**src/rtl/pick_arbiter.sv**
```systemverilog
// pick_arbiter
// Two-way arbiter that hands the keyboard direction stream to either the
// LR pick or the UD pick. A grant is held for a minimum number of frames,
// is cut short by a timeout or by the LR pick reaching its stop column,
// and every grant is followed by a fixed cool-down before the next one.
// Simultaneous requests alternate between the two sides.
module pick_arbiter #(
    parameter int unsigned HOLD_FRAMES    = 30,
    parameter int unsigned TIMEOUT_FRAMES = 255,
    parameter int unsigned COOL_FRAMES    = 4,
    parameter int unsigned LR_STOP_X      = 488
) (
    input  logic       frame_clk,
    input  logic       Reset,
    input  logic       reqLR,
    input  logic       reqUD,
    input  logic [2:0] keyDir,
    input  logic [9:0] pickLRx,
    output logic       pickModeLR,
    output logic       pickModeUD,
    output logic [2:0] LRdir,
    output logic [2:0] UDdir,
    output logic [1:0] owner,
    output logic [7:0] turnCount
);

    // The encoding doubles as the owner output value.
    typedef enum logic [1:0] {
        ST_IDLE     = 2'd0,
        ST_GRANT_LR = 2'd1,
        ST_GRANT_UD = 2'd2,
        ST_COOL     = 2'd3
    } state_t;

    // Only the three "safe" direction codes are forwarded to a pick; any
    // other code from the keyboard decoder is treated as "no direction".
    function automatic logic [2:0] filter_dir(input logic [2:0] code);
        logic [2:0] result;
        case (code)
            3'b000:  result = 3'b000;
            3'b001:  result = 3'b001;
            3'b010:  result = 3'b010;
            default: result = 3'b000;
        endcase
        return result;
    endfunction

    // Frame counter increment that sticks at its maximum value.
    function automatic logic [7:0] sat_inc(input logic [7:0] value);
        logic [7:0] result;
        if (value == 8'hFF) begin
            result = 8'hFF;
        end else begin
            result = value + 8'd1;
        end
        return result;
    endfunction

    // State and registered outputs
    state_t     state_r;
    logic [7:0] cnt_r;          // frames spent in the current grant / cool phase
    logic [7:0] turn_cnt_r;     // grants issued since reset, wraps
    logic       last_lr_r;      // 1: most recent grant went to LR, 0: to UD
    logic       pick_lr_r;
    logic       pick_ud_r;
    logic [2:0] lr_dir_r;
    logic [2:0] ud_dir_r;

    // Decision signals
    logic       grant_lr_s;
    logic       grant_ud_s;
    logic       hold_done_s;
    logic       timeout_s;
    logic       lr_stop_s;
    logic       cool_done_s;
    logic       lr_exit_s;
    logic       ud_exit_s;
    logic [2:0] key_dir_s;
    logic [7:0] cnt_inc_s;

    // Pick the side to grant from IDLE; ties go to the side not served last.
    always_comb begin
        grant_lr_s = 1'b0;
        grant_ud_s = 1'b0;
        if (reqLR && reqUD) begin
            if (last_lr_r) begin
                grant_ud_s = 1'b1;
            end else begin
                grant_lr_s = 1'b1;
            end
        end else if (reqLR) begin
            grant_lr_s = 1'b1;
        end else if (reqUD) begin
            grant_ud_s = 1'b1;
        end else begin
            grant_lr_s = 1'b0;
            grant_ud_s = 1'b0;
        end
    end

    // Grant-exit and cool-done conditions, evaluated on the current counter.
    // Comparisons are done in 32 bits so small parameter values cannot wrap.
    always_comb begin
        hold_done_s = (({24'd0, cnt_r} + 32'd1) >= HOLD_FRAMES);
        timeout_s   = (({24'd0, cnt_r} + 32'd1) == TIMEOUT_FRAMES);
        lr_stop_s   = ({22'd0, pickLRx} <= LR_STOP_X);
        cool_done_s = (({24'd0, cnt_r} + 32'd1) >= COOL_FRAMES);
        // Stop/timeout and the hold check all lead to the same single move
        // into COOL, so they are simply OR-ed together.
        lr_exit_s   = timeout_s || lr_stop_s || (hold_done_s && !reqLR);
        ud_exit_s   = timeout_s || (hold_done_s && !reqUD);
        key_dir_s   = filter_dir(keyDir);
        cnt_inc_s   = sat_inc(cnt_r);
    end

    // Arbiter FSM with all outputs registered alongside the state.
    always_ff @(posedge frame_clk or negedge Reset) begin
        if (!Reset) begin
            state_r    <= ST_IDLE;
            cnt_r      <= 8'd0;
            turn_cnt_r <= 8'd0;
            last_lr_r  <= 1'b0;
            pick_lr_r  <= 1'b0;
            pick_ud_r  <= 1'b0;
            lr_dir_r   <= 3'b000;
            ud_dir_r   <= 3'b000;
        end else begin
            case (state_r)
                ST_IDLE: begin
                    if (grant_lr_s) begin
                        state_r    <= ST_GRANT_LR;
                        cnt_r      <= 8'd0;
                        turn_cnt_r <= turn_cnt_r + 8'd1;
                        last_lr_r  <= 1'b1;
                        pick_lr_r  <= 1'b1;
                        pick_ud_r  <= 1'b0;
                        lr_dir_r   <= key_dir_s;
                        ud_dir_r   <= 3'b000;
                    end else if (grant_ud_s) begin
                        state_r    <= ST_GRANT_UD;
                        cnt_r      <= 8'd0;
                        turn_cnt_r <= turn_cnt_r + 8'd1;
                        last_lr_r  <= 1'b0;
                        pick_lr_r  <= 1'b0;
                        pick_ud_r  <= 1'b1;
                        lr_dir_r   <= 3'b000;
                        ud_dir_r   <= key_dir_s;
                    end else begin
                        state_r    <= ST_IDLE;
                        cnt_r      <= 8'd0;
                        pick_lr_r  <= 1'b0;
                        pick_ud_r  <= 1'b0;
                        lr_dir_r   <= 3'b000;
                        ud_dir_r   <= 3'b000;
                    end
                end

                ST_GRANT_LR: begin
                    if (lr_exit_s) begin
                        state_r   <= ST_COOL;
                        cnt_r     <= 8'd0;
                        pick_lr_r <= 1'b0;
                        pick_ud_r <= 1'b0;
                        lr_dir_r  <= 3'b000;
                        ud_dir_r  <= 3'b000;
                    end else begin
                        state_r   <= ST_GRANT_LR;
                        cnt_r     <= cnt_inc_s;
                        pick_lr_r <= 1'b1;
                        pick_ud_r <= 1'b0;
                        lr_dir_r  <= key_dir_s;
                        ud_dir_r  <= 3'b000;
                    end
                end

                ST_GRANT_UD: begin
                    if (ud_exit_s) begin
                        state_r   <= ST_COOL;
                        cnt_r     <= 8'd0;
                        pick_lr_r <= 1'b0;
                        pick_ud_r <= 1'b0;
                        lr_dir_r  <= 3'b000;
                        ud_dir_r  <= 3'b000;
                    end else begin
                        state_r   <= ST_GRANT_UD;
                        cnt_r     <= cnt_inc_s;
                        pick_lr_r <= 1'b0;
                        pick_ud_r <= 1'b1;
                        lr_dir_r  <= 3'b000;
                        ud_dir_r  <= key_dir_s;
                    end
                end

                ST_COOL: begin
                    // Requests are ignored here; the counter alone decides.
                    if (cool_done_s) begin
                        state_r <= ST_IDLE;
                        cnt_r   <= 8'd0;
                    end else begin
                        state_r <= ST_COOL;
                        cnt_r   <= cnt_inc_s;
                    end
                    pick_lr_r <= 1'b0;
                    pick_ud_r <= 1'b0;
                    lr_dir_r  <= 3'b000;
                    ud_dir_r  <= 3'b000;
                end

                default: begin
                    state_r   <= ST_IDLE;
                    cnt_r     <= 8'd0;
                    pick_lr_r <= 1'b0;
                    pick_ud_r <= 1'b0;
                    lr_dir_r  <= 3'b000;
                    ud_dir_r  <= 3'b000;
                end
            endcase
        end
    end

    assign owner      = state_r;
    assign pickModeLR = pick_lr_r;
    assign pickModeUD = pick_ud_r;
    assign LRdir      = lr_dir_r;
    assign UDdir      = ud_dir_r;
    assign turnCount  = turn_cnt_r;

endmodule

```
**config.mk**
```make
export PLATFORM = sky130hd
export DESIGN_NAME = pick_arbiter
export DESIGN_NICKNAME = d
export VERILOG_FILES = /design/src/rtl/pick_arbiter.sv
export SDC_FILE = /design/constraint.sdc
export NUM_CORES = 1
export LEC_CHECK = 0
export CAP_MARGIN = 20
export CORE_ASPECT_RATIO = 1.25
export CORE_MARGIN = 1
export CORE_UTILIZATION = 45
export CTS_CLUSTER_SIZE = 12
export DETAILED_ROUTE_END_ITERATION = 10
export PLACE_DENSITY = 0.76
export REMOVE_ABC_BUFFERS = 1
export SETUP_SLACK_MARGIN = 0.3
export SYNTH_ARGS = -nofsm -noshare
export SYNTH_HDL_FRONTEND = slang
export SYNTH_SLANG_ARGS = --single-unit
```
**constraint.sdc**
```tcl
create_clock -name frame_clk -period 5.9 [get_ports frame_clk]
set_clock_uncertainty 0.15 [all_clocks]
set_input_delay 0.885 -clock frame_clk [delete_from_list [all_inputs] [get_ports frame_clk]]
set_output_delay 0.885 -clock frame_clk [all_outputs]
set_load 0.01 [all_outputs]
```
=== After elaboration in Yosys (flattened, before gate mapping) ===
Index checks and enable logic that the tools add are counted.
W data, S select, Z words.

* Output and inout bits: 18
* Word-level logic and storage cells: 71
* Flip-flop bits (word level): 27

* Muxes and demuxes: 37
* Reduce and logical (&&, ||, !) cells: 13
* Add/sub/neg operators: 3
* $lt $le $gt $ge: 3
* Eq/ne operators: 7

{| class="wikitable"
|+ Operator list
! operator !! number
|-
| $mux W8 || 6
|-
| $eq A32 B8 Y1 const B || 1
|-
| $ge A32 B5 Y1 const B || 1
|-
| $pmux W8 S4 || 1
|-
| $pmux W3 S3 || 2
|-
| $add A8 B1 Y8 const B || 2
|-
| $mux W1 || 15
|-
| $mux W3 || 5
|-
| $le A10 B9 Y1 const B || 1
|-
| $add A8 B1 Y9 const B || 1
|-
| $ge A9 B3 Y1 const B || 1
|-
| $eq A8 B8 Y1 const B || 1
|-
| $mux W2 || 4
|-
| $pmux W2 S4 || 1
|-
| $pmux W1 S3 || 2
|-
| $eq A2 B2 Y1 const B || 2
|-
| $pmux W2 S2 || 1
|-
| $reduce_or A2 Y1 || 2
|-
| $eq A3 B1 Y1 const B || 1
|-
| $eq A3 B2 Y1 const B || 1
|-
| $logic_and A1 B1 Y1 || 3
|-
| $logic_or A1 B1 Y1 || 3
|-
| $eq A2 B1 Y1 const B || 1
|-
| $logic_not A1 Y1 || 2
|-
| 3 further kinds || 3
|}

=== Longest topological paths before layout ===
Gate-level depths: netlist of the first run.

* Depth in word-level cells: 6
* Depth in mapped cells: 8
* Depth with buffers taken out: 7

=== Worst setup path after synthesis of the first run ===
No wires, ideal clock.

* Path type: register -> register
* Start point: register cnt_r[0]
* End point: register cnt_r[0]
* Cell stages (with the launch flop): 8
* Arrival: 1.821 ns
* Setup slack: 3.796 ns
* Period minus slack after synthesis: 2.104 ns
* Path through: dfrtp_1 -> ha_1 -> nand4_2 -> a2111oi_2 -> o31ai_4 -> nand3b_1 -> buf_2 -> a32oi_1

* Word-level cells in the longest chain between the ends: 6
* Elaborated cells between the ends (all ways): 16
* Those cells by class: add/sub (2); order compare (2); eq/ne (2); mux (5); reduce/logical (5)

{| class="wikitable"
|+ RTL lines
! item !! line !! text
|-
| start: declaration || 61 || <nowiki>logic [7:0] cnt_r;</nowiki>
|-
| start signal: assignment || 168 || <nowiki>cnt_r <= cnt_inc_s;</nowiki>
|-
| start signal: assignment || 186 || <nowiki>cnt_r <= cnt_inc_s;</nowiki>
|-
| start signal: assignment || 201 || <nowiki>cnt_r <= cnt_inc_s;</nowiki>
|-
| $add A8 B1 Y9 || 104, 105, 107 ||
|-
| $ge A32 B5 Y1 / $eq A32 B8 Y1 (equally long branches) || 104, 105 ||
|-
| $logic_and A1 B1 Y1, or another cell as far along || 111 || <nowiki>ud_exit_s = timeout_s || (hold_done_s && !reqUD);</nowiki>
|-
| $logic_or A1 B1 Y1 (on tied branches) || 111, 110 ||
|-
| $mux W8 (on tied branches) || 177, 159 ||
|-
| $pmux W8 S4 * || 128 || <nowiki>case (state_r)</nowiki>
|}

Every way passes the cells marked *; elsewhere a longest branch is shown, timed or not.
A chain may end at the register's enable or synchronous reset.

=== Final worst setup path of the first run ===
* Start point: register cnt_r[0]
* End point: register cnt_r[3]

Same word-level chain as after synthesis.

==> flow_summary.toml, run 1 <==
[power_and_ir_drop]
internal-power_uw = 374.2
switchingPower_uw = 225.1
cellLeakagePower_uw = 0.0007326
cellPowerDensity_nw_per_um2 = 338.5
vdd_drop_max_uv = 284.3
seq_power_share = 0.454
p_sw_frac = 0.3756
power_frac_comb = 0.417
p_clk_frac = 0.129

[yosys]
syn_area_um2 = 1396
synth.most_common_cell = "dfrtp_1"
synth_warnings = 0
synthTopCellsByArea = "dfrtp_1 (45%), xnor2_1 (3.8%), ha_1 (3.6%)"
ys_ff_latch = 25
synth_cell_types = 45
synth_commonest_cells = "dfrtp_1 (25), nand2_1 (10), a21oi_1 (8), inv_1 (7)"
yosysTopAreaCellShare = 0.4480
yosysTopAreaCell = "dfrtp_1"
async_reset_ff_frac = 1.000
synth_ff_type = "dfrtp_1"
syn_avg_cell_area_um2 = 10.05
yosysSeqAreaShare = 0.4480
synth_edf_count = 0
postSynthCellCount = 139

[final_layout]
finalNonFillerCells = 207
seqCellArea_um2 = 625.6
drive_gt1_frac = 0.09357
fin_area_um2 = 1770
syn2layout_area_growth_pct = 26.79
diodes = 0
fillers = 266
multi_input_area_um2 = 710.7
nets = 193

[drt]
ant_nets = 0
drc_errors = 0
first_iter_violations = 29
wl_per_cell_um = 14.13
vias = 1152
dr.pass1.iters = 4
viasPerCell = 5.565
wirelength_mm = 2.925

[place]
dp_slack_ns = 3.191
dp_hpwl_mm = 2.296
place_area_um2 = 1728
gp_routability_congestion = 0.7847
io_buffers = 32
dpl.cell_count = 202

[sta]
slew_viol_final = 0
worst_pin_slew_ns = 0.6047
grt_setup_unrepaired = "no"
setup_viol = 0
period_share = 0.4278
finalWorstSetupSlack_ns = 3.376
period_needed_ns = 2.524
slew_headroom = 0.5956
finalSetupTns_ns = 0
holdWs_ns = 0.3457
max_freq_ghz = 0.3962
hold_viol = 0

[critical_path]
critPathRequiredTime_ns = 6.00
worstPathArrival_ns = 2.62
cp-end-kind = "register"
worstSetupPathType = "register to register"
critPathMaxFanout = 11
critPathLaunchType = "register"

[status]
run_status = "finished, final reports clean"

[floorplan]
core_area_um2 = 2945
die_y_um = 64.28
rows = 22
die_w_um = 51.83
io_pins = 35
dieArea_um2 = 3331
start_util = 0.4741

[cts]
root_buffer = "clkbuf_4"
hold_buffers = 0
cts_resized = 0
cts_tree = "built"
clock_latency_ns = 0.33
cts.clk_slew.worst_paths_ns = 0.14
cts_max_level = 1
cts_buffers = 3
cts_sinks = 25
post_cts.repair.setup_buffers = 0
cts_buffer_depth = 2

[global_route]
overflow = 0
grt_pass1_vias = 1108
grt_use_total = 0.1909
grt_max_degree = 26
antenna_found_initial = 0
grt_pass1_wl_mm = 4.774

[worst_hold_path]
hold_path_class = "register to register"

[flow_run]
maxCapViolCount = 0
[layout make-up]
class / count / area share
multi-input cells: 102 / 0.4014
flip-flops and latches: 25 / 0.3534
repair buffers: 33 / 0.1894
well taps: 36 / 0.02544
inverters: 7 / 0.01484
clock buffers: 3 / 0.01272
clock inverters: 1 / 0.002827
[cells in the final DEF (no fill, tap or decap), types with 2 or more instances in the layout]
master           instances
inv_1                    7
o21ai_0                  6
or3_1                    2
conb_1                   2
nand2_2                  2
dfrtp_1                 25
ha_1                     4
nand3_1                  6
and4_4                   2
xor2_1                   3
clkdlybuf4s50_1         32
xnor2_1                  6
a31oi_1                  5
nand4_1                  3
nand3b_1                 2
o21ai_1                  3
a22oi_1                  2
a32oi_1                  3
and4_1                   2
clkbuf_4                 3
a21oi_1                  8
nand2_1                 10
nor2_1                   5
and3_1                   3
nand2b_1                 3
[kinds of logic after synthesis]
group,after synthesis,share of synthesized area
fa+ha+maj,4,0.03584
xor+xnor,9,0.05645
flops,25,0.4480
mux,2,0.01523
buf+inv,13,0.04570
compound gates,37,0.1882
other cells,1,0.002686
simple gates,48,0.2079
[sequential cells by signal, summed over array words and instances, names as in the netlist]
| register | cells |
|---|---|
| cnt_r | 8 |
| owner | 2 |
| last_lr_r | 1 |
| LRdir | 2 |
| UDdir | 2 |
| pickModeUD | 1 |
| pickModeLR | 1 |
| turnCount | 8 |
[power groups by stage]
| stage | combinational, uW | clock (uW) | sequential [uW] |
|---|---|---|---|
| 6_report | 250 | 77.3 | 272 |
| 5_1_grt | 274 | 84.1 | 280 |
| 4_1_cts | 251 | 78.5 | 272 |
| 3_5_place_dp | 248 | 0 | 275 |
| 3_3_place_gp | 242 | 0 | 272 |
| 2_1_floorplan | 129 | 0 | 278 |
[worst max-delay path, cell delays in order, from the launching register on]
cell and delay (ns):
dfrtp_1 0.51, ha_1 0.29, nand4_2 0.23, and4_4 0.29
o31ai_4 0.24, nand4b_1 0.40, a32oi_1 0.33
[final timing paths]
path | from | endpoint | slack [ns] | depth (start not counted)
setup / recovery | cnt_r[0]$_DFF_PN0_ | cnt_r[3]$_DFF_PN0_ | 3.38 | 6
hold / removal | turnCount[7]$_DFFE_PN0P_ | turnCount[7]$_DFFE_PN0P_ | 0.35 | 1
setup reg to reg | cnt_r[0]$_DFF_PN0_ | cnt_r[3]$_DFF_PN0_ | 3.38 | 6
hold reg to reg | turnCount[7]$_DFFE_PN0P_ | turnCount[7]$_DFFE_PN0P_ | 0.35 | 1
max in group asynchronous | Reset | turnCount[4]$_DFFE_PN0P_ | 4.33 | 2
min in group asynchronous | Reset | cnt_r[1]$_DFF_PN0_ | 0.77 | 1
[layer usage]
metal  wire length (um)  vias up  global-route usage
met5                  0        -                   0
met4                 44        0             0.07770
met3                 85        5             0.03333
met2               1604       21              0.3381
met1               1190      561              0.2185
li1                   -      565                   -
[through the flow]
stage,utilization,power (uW)
2_1_floorplan,-,407.0
3_3_place_gp,0.5867,513.7
3_5_place_dp,0.5867,523.4
4_1_cts,0.5960,601.7
5_1_grt,0.6011,638.7
6_report,0.6011,599.3
Note: power is estimated with default switching activity, not from simulation.
==> run 2, diff against run 1 <==
CORE_UTILIZATION = 44   (was 45)
PLACE_DENSITY = 0.78   (was 0.76)
clock period = 2.2 ns   (was 5.9 ns; I/O delays follow)
==> run 2 against run 1 <==
Against the previous run: register-to-register slack got worse by 3.3 ns; fmax up 20%; final cell count is 10% higher; die area up 2.2%; sequential share of layout area is 5.0 points lower; sequential cell count stayed put; non-clock buffer count grew 20; first-iteration DRC count down 41%; worst hold slack lost 0.13 ns; critical path type unchanged; largest cell class unchanged; highest routed layer unchanged.
==> flow_summary.toml, run 2 (synthesized netlist as in run 1, its figures left out) <==
[final_layout]
nets = 214
finalNonFillerCells = 228
final_cell_mix = "clkdlybuf4s50_1 (32), dfrtp_1 (19), buf_4 (16)"
final_common_cell = "clkdlybuf4s50_1"
syn2layout_area_growth_pct = 49.55
drive_gt1_frac = 0.3177
diodes = 0

[drt]
drc_errors = 0
dr.pass1.iters = 4
first_iter_violations = 17
vias = 1329
wirelength_mm = 3.900
wl_per_cell_um = 17.11
viasPerCell = 5.829
ant_nets = 0

[critical_path]
cp-end-kind = "register"
crit_path_cell_trace = "buf_6 -> and3b_1 -> o2111ai_2 -> a22oi_2 -> o21ai_2 -> nand4b_1 -> buf_6 -> a32oi_1"
path_common_cell = "buf_6"
crit_slowest_cell = "dfrtp_2"
worstSetupPathType = "register to register"
critPathMaxFanout = 8
critPathRequiredTime_ns = 2.28
worstPathArrival_ns = 2.18
crit_start = "cnt_r[1]$_DFF_PN0_"
r2r_start = "cnt_r[1]$_DFF_PN0_"
critPathLaunchType = "register"
cpPeakStageDelay_ns = 0.46

[global_route]
grt_pass1_vias = 1389
grt_max_degree = 26
grt_busiest_layer = "met2"
grt_use_total = 0.2445
use_met2 = 0.4747
grt_pass1_wl_mm = 6.168
gr-usage-met3 = 0.02347
overflow = 0
grt_use_met1 = 0.2493
antenna_found_initial = 0

[sta]
slew_headroom = 0.6126
period_needed_ns = 2.108
worst_pin_slew_ns = 0.5785
slew_viol_final = 0
max_freq_ghz = 0.4744
period_share = 0.9582
finalSetupTns_ns = 0
hold_viol = 0
grt_setup_unrepaired = "yes"
setup_viol = 0

[cts]
cts_max_level = 1
cts.clk_slew.worst_paths_ns = 0.14
hold_buffers = 0
cts_buffers = 3
cts_buffer_depth = 2
cts_tree = "built"
cts_sinks = 25
clock_latency_ns = 0.31
root_buffer = "clkbuf_4"

[floorplan]
start_util = 0.4697
core_area_um2 = 2973
rows = 22
die_w_um = 52.39
die_y_um = 64.99
io_pins = 35
dieArea_um2 = 3404

[place]
gp_routability_congestion = 0.9141
io_buffers = 32
dpl.cell_count = 213
dp_hpwl_mm = 2.597

[flow_run]
maxCapViolCount = 0

[power_and_ir_drop]
cellLeakagePower_uw = 0.0008492
cellPowerDensity_nw_per_um2 = 925.3
vdd_drop_max_uv = 837.4

[status]
run_status = "finished, final reports clean"

[worst_hold_path]
hold_path_class = "input port to asynchronous set/reset pin"
## run 2: cell types whose count changed in the layout (fill, tap and decap cells not counted), moves of 3 or more
cell / previous run / this run
buf_6: 0 / 3
a21oi_1: 8 / 5
o21ai_2: 0 / 4
buf_4: 0 / 16
dfrtp_1: 25 / 19
dfrtp_2: 0 / 6
## run 2: through the flow
step                      setup WS, ns  area, um2    util  hold WS [ns]  total power [uW]
final                          0.09195       2088  0.7024        0.2206              1932
after CTS                       0.1002       2029  0.6827        0.2192              1859
after global routing          0.005767       2088  0.7024        0.2419              2056
after floorplan                0.05246       1363       -       -0.1156              1091
after global placement         0.05093       1823  0.6132        0.3136              1489
after detailed placement      -0.02458       1823  0.6132        0.3416              1524
## run 2: path summary, 6_finish.rpt
| path | endpoint | slack [ns] | depth (start not counted) |
|---|---|---|---|
| worst max-delay path | cnt_r[3]$_DFF_PN0_ | 0.09 | 8 |
| worst min-delay path | turnCount[4]$_DFFE_PN0P_ | 0.22 | 2 |
| worst max register to register | cnt_r[3]$_DFF_PN0_ | 0.09 | 8 |
| worst min register to register | turnCount[7]$_DFFE_PN0P_ | 0.35 | 1 |
| max in group asynchronous | cnt_r[1]$_DFF_PN0_ | 1.42 | 2 |
| min in group frame_clk | turnCount[7]$_DFFE_PN0P_ | 0.35 | 1 |
## run 2: timing repair
action,CTS,global route
buffers inserted,6,4
pin swaps,6,10
setup endpoints to repair,16,17
endpoints found under the hold margin,0,0
resized for setup,27,8
gates cloned,1,0
## run 2: critical path: cells and delay by family (launching register included)
kind | cells | cell delay (ns)
simple gates | 2 | 0.36
flops | 1 | 0.46
buf+inv | 2 | 0.33
compound gates | 4 | 0.74
## run 2: layout make-up
cell class / count / area, um2
Tap cell: 36 / 45.04
Multi-Input combinational cell: 103 / 842.1
Clock inverter: 1 / 5.005
Timing Repair Buffer: 53 / 514.2
Fill cell: 217 / 884.6
Clock buffer: 3 / 22.52
Inverter: 7 / 26.28
Sequential cell: 25 / 633.1
## run 2: power by group
group	switching (uW)	total (uW)	leakage [uW]	internal, uW
Sequential	128	718	0.000319	590
Combinational	469	1010	0.000512	546
Clock	132	200	0.0000177	67.7
## run 2: routing by layer
layer  wire (um)  vias up
met5           0        -
met4         134        0
met3         113       14
met2        2215       36
met1        1436      667
li1            -      612
==> run 3, diff against run 2 <==
CORE_ASPECT_RATIO = 1.2   (was 1.25)
==> run 3 against run 2 <==
Against the previous run: the run now ends with negative setup slack left; clock-buffer cell count stayed put; die area barely moved; sequential cell count unchanged; total power is 3.4% higher; fmax down 7.2%; worst setup slack lost 0.16 ns; highest routed layer unchanged; sequential power grew 2.8%; clock power is 11% higher; cell area grew 0.60%; sequential share of layout area shrank 0.30 points; via count grew 1.4%.
==> flow_summary.toml, run 3 (synthesized netlist as in run 1, its figures left out) <==
[final_layout]
drive_gt1_frac = 0.3105
final_common_cell = "clkdlybuf4s50_1"
fillers = 203
nets = 212
diodes = 0
seqCellArea_um2 = 630.6
multi_input_area_um2 = 857.1
syn2layout_area_growth_pct = 50.45
finalNonFillerCells = 226
final_cell_mix = "clkdlybuf4s50_1 (32), dfrtp_1 (21), buf_4 (12)"

[critical_path]
critPathRequiredTime_ns = 2.31
worstPathArrival_ns = 2.38
crit_family = "simple AND/OR/NAND/NOR gates"
worstSetupPathType = "register to register"
crit_slowest_cell = "dfrtp_1"
critPathLaunchType = "register"
cpPeakStageDelay_ns = 0.45
crit_path_cell_trace = "buf_6 -> and4_4 -> and4_1 -> o21ai_2 -> o21ai_2 -> nand3b_1 -> buf_6 -> a32oi_2"
cp-end-kind = "register"
critPathMaxFanout = 7
cp_num_buf_inv = 2

[cts]
clock_latency_ns = 0.35
root_buffer = "clkbuf_4"
cts_sinks = 25
cts_tree = "built"
cts_buffer_depth = 2
cts_max_level = 1
cts.clk_slew.worst_paths_ns = 0.15
hold_buffers = 0
cts_buffers = 3

[global_route]
grt_pass1_vias = 1310
grt_max_degree = 26
grt_pass1_wl_mm = 5.947
antenna_found_initial = 0
grt_use_total = 0.2408
overflow = 0

[power_and_ir_drop]
cellPowerDensity_nw_per_um2 = 950.8
vdd_drop_max_uv = 780.6
cellLeakagePower_uw = 0.0008583

[drt]
highest_layer = "met4"
dr.pass1.iters = 4
wl_per_cell_um = 17.95
viasPerCell = 5.960
wl_met2_mm = 2.136
first_iter_violations = 46
drc_errors = 0
wirelength_mm = 4.057
ant_nets = 0
wl_met1_mm = 1.592
vias = 1347
route.met3.wl_um = 221

[sta]
worst_pin_slew_ns = 0.5238
hold_viol = 0
max_freq_ghz = 0.4404
slew_viol_final = 0
finalSetupTns_ns = -0.2848
slew_headroom = 0.6493
grt_setup_unrepaired = "yes"
holdWs_ns = 0.1695
period_needed_ns = 2.271
period_share = 1.032
setup_viol = 7
finalWorstSetupSlack_ns = -0.07083

[status]
violations = "negative setup slack"
run_status = "finished, violations left"

[floorplan]
core_area_um2 = 3028
dieArea_um2 = 3404
die_w_um = 53.43
rows = 22
start_util = 0.4612
die_y_um = 63.71
io_pins = 35

[place]
dp_hpwl_mm = 2.482
gp_routability_congestion = 0.8974
io_buffers = 32
dpl.cell_count = 210
dp_slack_ns = -0.01976

[worst_hold_path]
hold_path_class = "input port to asynchronous set/reset pin"

[flow_run]
maxCapViolCount = 0
## run 3: cell count changes in the layout (fill, tap and decap cells not counted), sizes merged
cell,previous run,this run
clkinvlp,0,1
clkbuf,3,4
buf,21,18
clkinv,1,0
## run 3: final timing paths
path                                          start  slack (ns)  depth (start not counted)                  endpoint
hold / removal                                Reset        0.17                          2  turnCount[6]$_DFFE_PN0P_
setup reg to reg                 cnt_r[0]$_DFF_PN0_       -0.07                          8        cnt_r[0]$_DFF_PN0_
setup / recovery                 cnt_r[0]$_DFF_PN0_       -0.07                          8        cnt_r[0]$_DFF_PN0_
max in group asynchronous                     Reset        1.45                          2        cnt_r[3]$_DFF_PN0_
min in group frame_clk     turnCount[7]$_DFFE_PN0P_        0.35                          1  turnCount[7]$_DFFE_PN0P_
hold reg to reg            turnCount[7]$_DFFE_PN0P_        0.35                          1  turnCount[7]$_DFFE_PN0P_
## run 3: metrics by stage
stage / utilization / area (um2) / total power, uW
4_1_cts: 0.6434 / 1948 / 1818
2_1_floorplan: - / 1363 / 1091
6_report: 0.6938 / 2101 / 1997
3_3_place_gp: 0.5946 / 1800 / 1446
3_5_place_dp: 0.5946 / 1800 / 1487
5_1_grt: 0.6938 / 2101 / 2094
## run 3: final cells by class
type	instances	share of cell area
repair buffers	51	0.2436
inverters	7	0.01251
clock inverters	1	0.003574
well taps	36	0.02144
multi-input cells	103	0.4080
clock buffers	3	0.01072
flip-flops and latches	25	0.3002
## run 3: metal layers
layer / GRT usage / vias up
met2: 0.3859 / 60
met3: 0.03140 / 11
met5: 0 / -
met4: 0.1283 / 0
li1: - / 611
met1: 0.3040 / 665
## run 3: power breakdown
| group | internal [uW] | switching (uW) |
|---|---|---|
| combinational | 542 | 494 |
| clock | 70.0 | 153 |
| sequential | 589 | 150 |
## run 3: timing repair
item	4_1_cts	5_1_grt
pin swaps	3	10
gates cloned	2	1
endpoints found under the setup margin	16	19
resized for setup	19	18
setup buffers	4	5
## run 3: worst register-to-register path, delay by kind of cell (launching register included)
family,cells,cell delay (ns)
simple gates,3,0.71
compound gates,3,0.54
flops,1,0.45
buf+inv,2,0.35
